--- src/rtl/m_sequencer_if.sv ---
// Handshake and control bundle between EX, the M-unit datapath and its sequencer.
// Also defines the MUX_*_LENGTH select widths used by the sequencer ports.
`ifndef M_SEQUENCER_MUX_WIDTHS
`define M_SEQUENCER_MUX_WIDTHS
`define MUX_MULTA_LENGTH 2
`define MUX_MULTB_LENGTH 2
`define MUX_R_LENGTH     3
`define MUX_D_LENGTH     2
`define MUX_Z_LENGTH     2
`endif

interface m_sequencer_if;
    logic                         start;
    logic [2:0]                   funct3;
    logic                         rs1_sign;
    logic                         rs2_sign;
    logic                         rs2_zero;
    logic                         flush;
    logic                         sub_neg;
    logic [`MUX_MULTA_LENGTH-1:0] mux_multA;
    logic [`MUX_MULTB_LENGTH-1:0] mux_multB;
    logic [`MUX_R_LENGTH-1:0]     mux_R;
    logic [`MUX_D_LENGTH-1:0]     mux_D;
    logic [`MUX_Z_LENGTH-1:0]     mux_Z;
    logic                         busy;
    logic                         done;
    logic                         res_sel;
    logic                         res_neg;
    logic                         res_ones;

    modport master (
        output start, funct3, rs1_sign, rs2_sign, rs2_zero, flush, sub_neg,
        input  mux_multA, mux_multB, mux_R, mux_D, mux_Z,
        input  busy, done, res_sel, res_neg, res_ones
    );

    modport slave (
        input  start, funct3, rs1_sign, rs2_sign, rs2_zero, flush, sub_neg,
        output mux_multA, mux_multB, mux_R, mux_D, mux_Z,
        output busy, done, res_sel, res_neg, res_ones
    );
endinterface

--- src/rtl/m_sequencer.sv ---
// Sequencer FSM for the RV32M multiply/divide datapath: DSP multiply or 32-step restoring divide.
// Optional macro M_DIV0_FAST_EN: divide-by-zero skips the iterations and finishes one cycle after accept.
module m_sequencer #(
    parameter int MUL_LATENCY = 1
) (
    input  logic         clk,
    input  logic         resetn,
    m_sequencer_if.slave bus
);
    localparam logic [`MUX_R_LENGTH-1:0] R_KEEP     = 3'd0;
    localparam logic [`MUX_R_LENGTH-1:0] R_A        = 3'd1;
    localparam logic [`MUX_R_LENGTH-1:0] R_A_NEG    = 3'd2;
    localparam logic [`MUX_R_LENGTH-1:0] R_SUB_KEEP = 3'd3;
    localparam logic [`MUX_R_LENGTH-1:0] R_MULT_LO  = 3'd4;

    localparam logic [`MUX_D_LENGTH-1:0] D_KEEP  = 2'd0;
    localparam logic [`MUX_D_LENGTH-1:0] D_B     = 2'd1;
    localparam logic [`MUX_D_LENGTH-1:0] D_B_NEG = 2'd2;
    localparam logic [`MUX_D_LENGTH-1:0] D_SHR   = 2'd3;

    localparam logic [`MUX_Z_LENGTH-1:0] Z_KEEP    = 2'd0;
    localparam logic [`MUX_Z_LENGTH-1:0] Z_ZERO    = 2'd1;
    localparam logic [`MUX_Z_LENGTH-1:0] Z_SHL_ADD = 2'd2;
    localparam logic [`MUX_Z_LENGTH-1:0] Z_MULT_HI = 2'd3;

    localparam logic [1:0] M_ZERO     = 2'd0;
    localparam logic [1:0] M_UNSIGNED = 2'd1;
    localparam logic [1:0] M_SIGNED   = 2'd2;

    typedef enum logic [2:0] {
        S_IDLE, S_MUL_OP, S_MUL_WAIT, S_MUL_WB, S_DIV_ITER, S_DONE
    } state_t;

    state_t     r_state, w_next;
    logic [4:0] r_cnt;
    logic [2:0] r_funct3;
    logic       r_rs1_sign, r_rs2_sign, r_rs2_zero, r_op_vld;

    logic       w_accept, w_in_div, w_in_sdiv, w_fast_div0;
    logic [1:0] w_multA_sel, w_multB_sel;

    assign w_accept  = (r_state == S_IDLE) && bus.start && !bus.flush;
    assign w_in_div  = bus.funct3[2];
    assign w_in_sdiv = bus.funct3[2] && !bus.funct3[0];

`ifdef M_DIV0_FAST_EN
    assign w_fast_div0 = bus.rs2_zero;
`else
    assign w_fast_div0 = 1'b0;
`endif

    // Operand sign handling comes from the latched op, so it stays stable across the whole multiply.
    assign w_multA_sel = (r_funct3 == 3'd1 || r_funct3 == 3'd2) ? M_SIGNED : M_UNSIGNED;
    assign w_multB_sel = (r_funct3 == 3'd1) ? M_SIGNED : M_UNSIGNED;

    always_ff @(posedge clk) begin
        if (!resetn) begin
            r_state    <= S_IDLE;
            r_cnt      <= 5'd0;
            r_funct3   <= 3'd0;
            r_rs1_sign <= 1'b0;
            r_rs2_sign <= 1'b0;
            r_rs2_zero <= 1'b0;
            r_op_vld   <= 1'b0;
        end else begin
            r_state <= w_next;
            if (w_accept) begin
                r_funct3   <= bus.funct3;
                r_rs1_sign <= bus.rs1_sign;
                r_rs2_sign <= bus.rs2_sign;
                r_rs2_zero <= bus.rs2_zero;
                r_op_vld   <= 1'b1;
                r_cnt      <= 5'd0;
            end else if (r_state == S_DIV_ITER || r_state == S_MUL_WAIT) begin
                r_cnt <= r_cnt + 5'd1;
            end
        end
    end

    always_comb begin
        w_next        = r_state;
        bus.mux_R     = R_KEEP;
        bus.mux_D     = D_KEEP;
        bus.mux_Z     = Z_KEEP;
        bus.mux_multA = M_ZERO;
        bus.mux_multB = M_ZERO;
        bus.done      = 1'b0;
        if (bus.flush) begin
            w_next = S_IDLE;
        end else begin
            unique case (r_state)
                S_IDLE: begin
                    if (bus.start) begin
                        bus.mux_Z = Z_ZERO;
                        bus.mux_R = (w_in_sdiv && bus.rs1_sign) ? R_A_NEG : R_A;
                        bus.mux_D = (w_in_sdiv && bus.rs2_sign) ? D_B_NEG : D_B;
                        if (!w_in_div)       w_next = S_MUL_OP;
                        else if (w_fast_div0) w_next = S_DONE;
                        else                 w_next = S_DIV_ITER;
                    end
                end
                S_MUL_OP: begin
                    bus.mux_multA = w_multA_sel;
                    bus.mux_multB = w_multB_sel;
                    w_next        = S_MUL_WAIT;
                end
                S_MUL_WAIT: begin
                    bus.mux_multA = w_multA_sel;
                    bus.mux_multB = w_multB_sel;
                    if (r_cnt == 5'(MUL_LATENCY - 1)) w_next = S_MUL_WB;
                end
                S_MUL_WB: begin
                    bus.mux_multA = w_multA_sel;
                    bus.mux_multB = w_multB_sel;
                    bus.mux_R     = R_MULT_LO;
                    bus.mux_Z     = Z_MULT_HI;
                    w_next        = S_DONE;
                end
                S_DIV_ITER: begin
                    bus.mux_R = R_SUB_KEEP;
                    bus.mux_Z = Z_SHL_ADD;
                    bus.mux_D = D_SHR;
                    if (r_cnt == 5'd31) w_next = S_DONE;
                end
                S_DONE: begin
                    bus.done = 1'b1;
                    w_next   = S_IDLE;
                end
                default: w_next = S_IDLE;
            endcase
        end
    end

    assign bus.busy    = (r_state != S_IDLE);
    // MUL keeps its low word in R; remainders live in R; everything else is read from Z.
    assign bus.res_sel = r_op_vld && (r_funct3 == 3'd0 || r_funct3[2:1] == 2'b11);
    assign bus.res_neg = r_op_vld && (((r_funct3 == 3'd4) && (r_rs1_sign ^ r_rs2_sign) && !r_rs2_zero)
                                     || ((r_funct3 == 3'd6) && r_rs1_sign));
`ifdef M_DIV0_FAST_EN
    assign bus.res_ones = r_op_vld && (r_funct3[2:1] == 2'b10) && r_rs2_zero;
`else
    assign bus.res_ones = 1'b0;
`endif
endmodule
--- src/flat_wrapper.sv ---
// flat-port wrapper written by rule: the top's interface ports become plain ports
module m_sequencer_flat 
#(
    parameter int MUL_LATENCY = 1
)
  (clk, resetn, bus_start, bus_funct3, bus_rs1_sign, bus_rs2_sign, bus_rs2_zero, bus_flush, bus_sub_neg, bus_mux_multA, bus_mux_multB, bus_mux_R, bus_mux_D, bus_mux_Z, bus_busy, bus_done, bus_res_sel, bus_res_neg, bus_res_ones);
  m_sequencer_if bus_i ();
  input  logic clk;
  input  logic resetn;
  input wire logic [$bits(bus_i.start)-1:0] bus_start;
  input wire logic [$bits(bus_i.funct3)-1:0] bus_funct3;
  input wire logic [$bits(bus_i.rs1_sign)-1:0] bus_rs1_sign;
  input wire logic [$bits(bus_i.rs2_sign)-1:0] bus_rs2_sign;
  input wire logic [$bits(bus_i.rs2_zero)-1:0] bus_rs2_zero;
  input wire logic [$bits(bus_i.flush)-1:0] bus_flush;
  input wire logic [$bits(bus_i.sub_neg)-1:0] bus_sub_neg;
  output wire logic [$bits(bus_i.mux_multA)-1:0] bus_mux_multA;
  output wire logic [$bits(bus_i.mux_multB)-1:0] bus_mux_multB;
  output wire logic [$bits(bus_i.mux_R)-1:0] bus_mux_R;
  output wire logic [$bits(bus_i.mux_D)-1:0] bus_mux_D;
  output wire logic [$bits(bus_i.mux_Z)-1:0] bus_mux_Z;
  output wire logic [$bits(bus_i.busy)-1:0] bus_busy;
  output wire logic [$bits(bus_i.done)-1:0] bus_done;
  output wire logic [$bits(bus_i.res_sel)-1:0] bus_res_sel;
  output wire logic [$bits(bus_i.res_neg)-1:0] bus_res_neg;
  output wire logic [$bits(bus_i.res_ones)-1:0] bus_res_ones;
  assign bus_i.start = bus_start;
  assign bus_i.funct3 = bus_funct3;
  assign bus_i.rs1_sign = bus_rs1_sign;
  assign bus_i.rs2_sign = bus_rs2_sign;
  assign bus_i.rs2_zero = bus_rs2_zero;
  assign bus_i.flush = bus_flush;
  assign bus_i.sub_neg = bus_sub_neg;
  assign bus_mux_multA = bus_i.mux_multA;
  assign bus_mux_multB = bus_i.mux_multB;
  assign bus_mux_R = bus_i.mux_R;
  assign bus_mux_D = bus_i.mux_D;
  assign bus_mux_Z = bus_i.mux_Z;
  assign bus_busy = bus_i.busy;
  assign bus_done = bus_i.done;
  assign bus_res_sel = bus_i.res_sel;
  assign bus_res_neg = bus_i.res_neg;
  assign bus_res_ones = bus_i.res_ones;
  m_sequencer #(.MUL_LATENCY(MUL_LATENCY)) u_core (.clk(clk), .resetn(resetn), .bus(bus_i));
endmodule
--- config.mk ---
export PLATFORM = sky130hd
export DESIGN_NAME = m_sequencer_flat
export DESIGN_NICKNAME = d
export VERILOG_FILES = /design/src/rtl/m_sequencer_if.sv /design/src/rtl/m_sequencer.sv /design/src/flat_wrapper.sv
export SDC_FILE = /design/constraint.sdc
export NUM_CORES = 1
export LEC_CHECK = 0
export CORE_MARGIN = 2
export CORE_UTILIZATION = 30
export DETAILED_ROUTE_END_ITERATION = 10
export DONT_BUFFER_PORTS = 1
export GPL_ROUTABILITY_DRIVEN = 0
export PLACE_DENSITY = 0.53
export SYNTH_ARGS = -nofsm -noshare
export SYNTH_HDL_FRONTEND = slang
export SYNTH_SLANG_ARGS = --single-unit
--- constraint.sdc ---
create_clock -name clk -period 2.05 [get_ports clk]
set_input_delay 0.5125 -clock clk [delete_from_list [all_inputs] [get_ports clk]]
set_output_delay 0.5125 -clock clk [all_outputs]
set_load 0.005 [all_outputs]
==> impl_results.md <==
- Setup crit start: u_core.r_state[0]
- Post-DRT Antenna Nets: 0
- Slew Limit Fails: 0
- Unrepaired setup endpoints after global routing: no
- Setup Viol. Count Final: 0
- Syn_nets: 142
- Worst-case reg-to-reg path depth: 3
- Leakage Power: 0.363 nW
- Core area: 0.00308 sq mm
- Clk_lat worst skew: 290 ps
- Total power: 0.587 mW
- Critical R2R Capture: u_core.r_cnt[2]
- Clk sinks: 15
- Num CTS Buffers: 3
- Dpl hpwl: 1.68 mm
- Mean Syn Cell Area: 7.61 sq um
- Xor/xnor share of the synthesized area: 0.0359
- Row cnt: 20
- Main combinational cell family by area after synthesis: simple AND/OR/NAND/NOR gates
- Crit Path Max Fanout: 9
- Die ar.: 0.00372 sq mm
- Nets: 144
- Met3 wire len: 135 um
- RR Startpoint: u_core.r_state[2]
- Kind of critical path: flop to output pin
- Pre-antenna DRT Iters: 7
- WL final: 2.22 mm
- Relative slew slack: 0.628
- Hold Crit Class: input pin to flop
- Worst Max-Slew Pin Slew: 550 ps
- Top FF cell, synth: dfxtp_1
- Gr ovfl total: 0
- Post-synth top area share: 0.308
- Uppermost routed layer: met4
- Sequential area share after synthesis: 0.308
- Max cap viols: 0
- Mapped Area: 975 sq um
- Ant. Diodes: 0
- Die width: 61 um
- Min Tclk post-route: 1910 ps
- Mapped Cells: 128
- Clk buf depth: 2
- IO Port Bufs: 0
- Vias/cell: 5.35
- Library cells used by synthesis: 37
- Layout cells sized above 1: 0.0853
- Number of synthesized flops with an enable pin: 0
- Vias in the first global route: 830
- Hold path start: resetn
- DRC marker count from the first detailed-route iteration: 16
- Post-CTS Setup Bufs: 0
- Initial antenna violation count: 0
- Compound-gate portion of the synthesized area: 0.258
- Routed metal-1 wirelength: 1.04 mm
- Crit path DAT: 1400 ps
- Reg clk slew, reported paths: 90 ps
- Simple-gate share of the synthesized area: 0.288
- FFs w/ async S/R, synth: 0
- DRC viols: 0
- Critical path startpoint category: flop
- Max Freq: 0.523 GHz
- Worst path required time: 1540 ps
- Vias: 926
- Tot GR Track Use: 0.134
- First-pass GRT wire length: 3.67 mm
- Synthesized flop and latch total: 15
- Tcrit/Tclk final: 0.932
- Largest net degree at the start of global routing: 17
- Hold buffers post-CTS: 0
- WL met2: 1.01 mm
- Max VDD drop: 0.316 mV
- Final hold vios: 0
- Post-route clock skew: 6.12 ps
- Final TNS setup: 0 ps
- Ys Warns: 0
- Biggest area consumer among synthesized cells: dfxtp_1
- Initial Util: 0.317
- Die Ht: 61 um
- I/O pin count: 27
- Flop-to-flop setup slack: 490 ps
- Area delta synth->final: 8.09%
- Post-synthesis mux area share: 0.0116
- WHS Path Cells: 1
- Status: finished, final reports clean
- Wire per inst: 12.8 um
- Synthesized-area fraction occupied by adder cells: 0.0385
- Critical path capture point type: output pin
- Cell Pwr Density: 558 mW/mm^2
- Hold_ws: 353 ps
- Hold endpoint: u_core.r_op_vld
- H-tree levels: 1
- CTS root buffer: clkbuf_4
- CTS tree: done
- Synth top area cells: dfxtp_1 31%, o21ai_0 6.2%, a21oi_1 5.6%
[critical path, stage by stage (launching register included)]
cell and delay, ps:
dfxtp_1 390, buf_4 190, nor4_2 340, a21o_1 180
[flip-flops by register name (all words and copies together) (netlist names)]
register           count
u_core.r_cnt           5
u_core.r_funct3        3
u_core.r_state         3
u_core.r_op_vld        1
u_core.r_rs1_sign      1
u_core.r_rs2_sign      1
u_core.r_rs2_zero      1
[cell type report]
cell class              count  area [sq um]
multi-input cells         100           619
clock buffers               4          26.3
inverters                   6          22.5
repair buffers              4          30.0
flip-flops and latches     15           300
well taps                  44          55.1
fillers                   346          2020
[metal layers]
metal | global-route usage | up-vias
met1 | 0.163 | 436
met3 | 0.0469 | 4
met4 | 0.0466 | 0
met5 | 0 | -
li1 | - | 465
met2 | 0.220 | 21
[cells by family after synthesis]
group / Yosys count
AOI/OAI and AO/OA: 41
xor gates and xnor gates: 4
adders and majority gates: 3
buffers and inverters: 13
DFF: 15
muxes: 1
other: 1
and+or+nand+nor: 50
[per-stage QoR]
step	std cells	setup WS [ps]	instance area, sq um	util
finish	173	140	1050	0.342
global route	173	18.9	1050	0.342
CTS	173	97.4	1050	0.342
detailed placement	169	403	1030	0.334
global placement	169	441	1030	0.334
floorplan	128	436	975	-
[cell usage in the layout, fill, tap and decap left out, types with 4 or more instances in the layout]
cell type   n
dfxtp_1    15
o21ai_0    12
a21oi_1    11
nand3_1    11
nor2_1     10
inv_1       6
a21boi_0    6
nor2b_1     4
nand2_1     4
buf_4       4
[worst max-delay path by stage]
stage	slack [ps]	endpoint	depth (start not counted)
after floorplan	440	bus_mux_Z[0]	2
after global placement	440	bus_mux_multA[1]	3
after detailed placement	400	bus_mux_multA[1]	3
after CTS	100	bus_mux_multA[1]	3
after global routing	20	bus_mux_multA[1]	3
final	140	bus_mux_Z[0]	3
[report_power, final]
part,internal [mW],switching [mW],total (mW)
Combinational,0.0433,0.0511,0.0944
Sequential,0.303,0.0151,0.318
Clock,0.0758,0.0997,0.175
Total,0.422,0.166,0.587
[cells in the mapped netlist (all sizes together) (2+ instances only)]
cell type and number:
clkbuf 4, nor2b 4, a31oi 2, buf 3, or3 3, a221oi 2, nand3b 2, or4 2
nor3 3, a211oi 2, ha 3, a21boi 6, nor4b 2, nand3 11, dfxtp 15, inv 6
and3 2, o21ai 13, nor2 10, nand2b 3, xnor2 3, nand2 4, a21oi 11
[what timing repair did]
| action | CTS | global route |
|---|---|---|
| gates resized for setup | 0 | 0 |
| endpoints found under the setup margin | 0 | 1 |
| hold endpoints to repair | 0 | 0 |
Power figures use the tool's default switching activity.
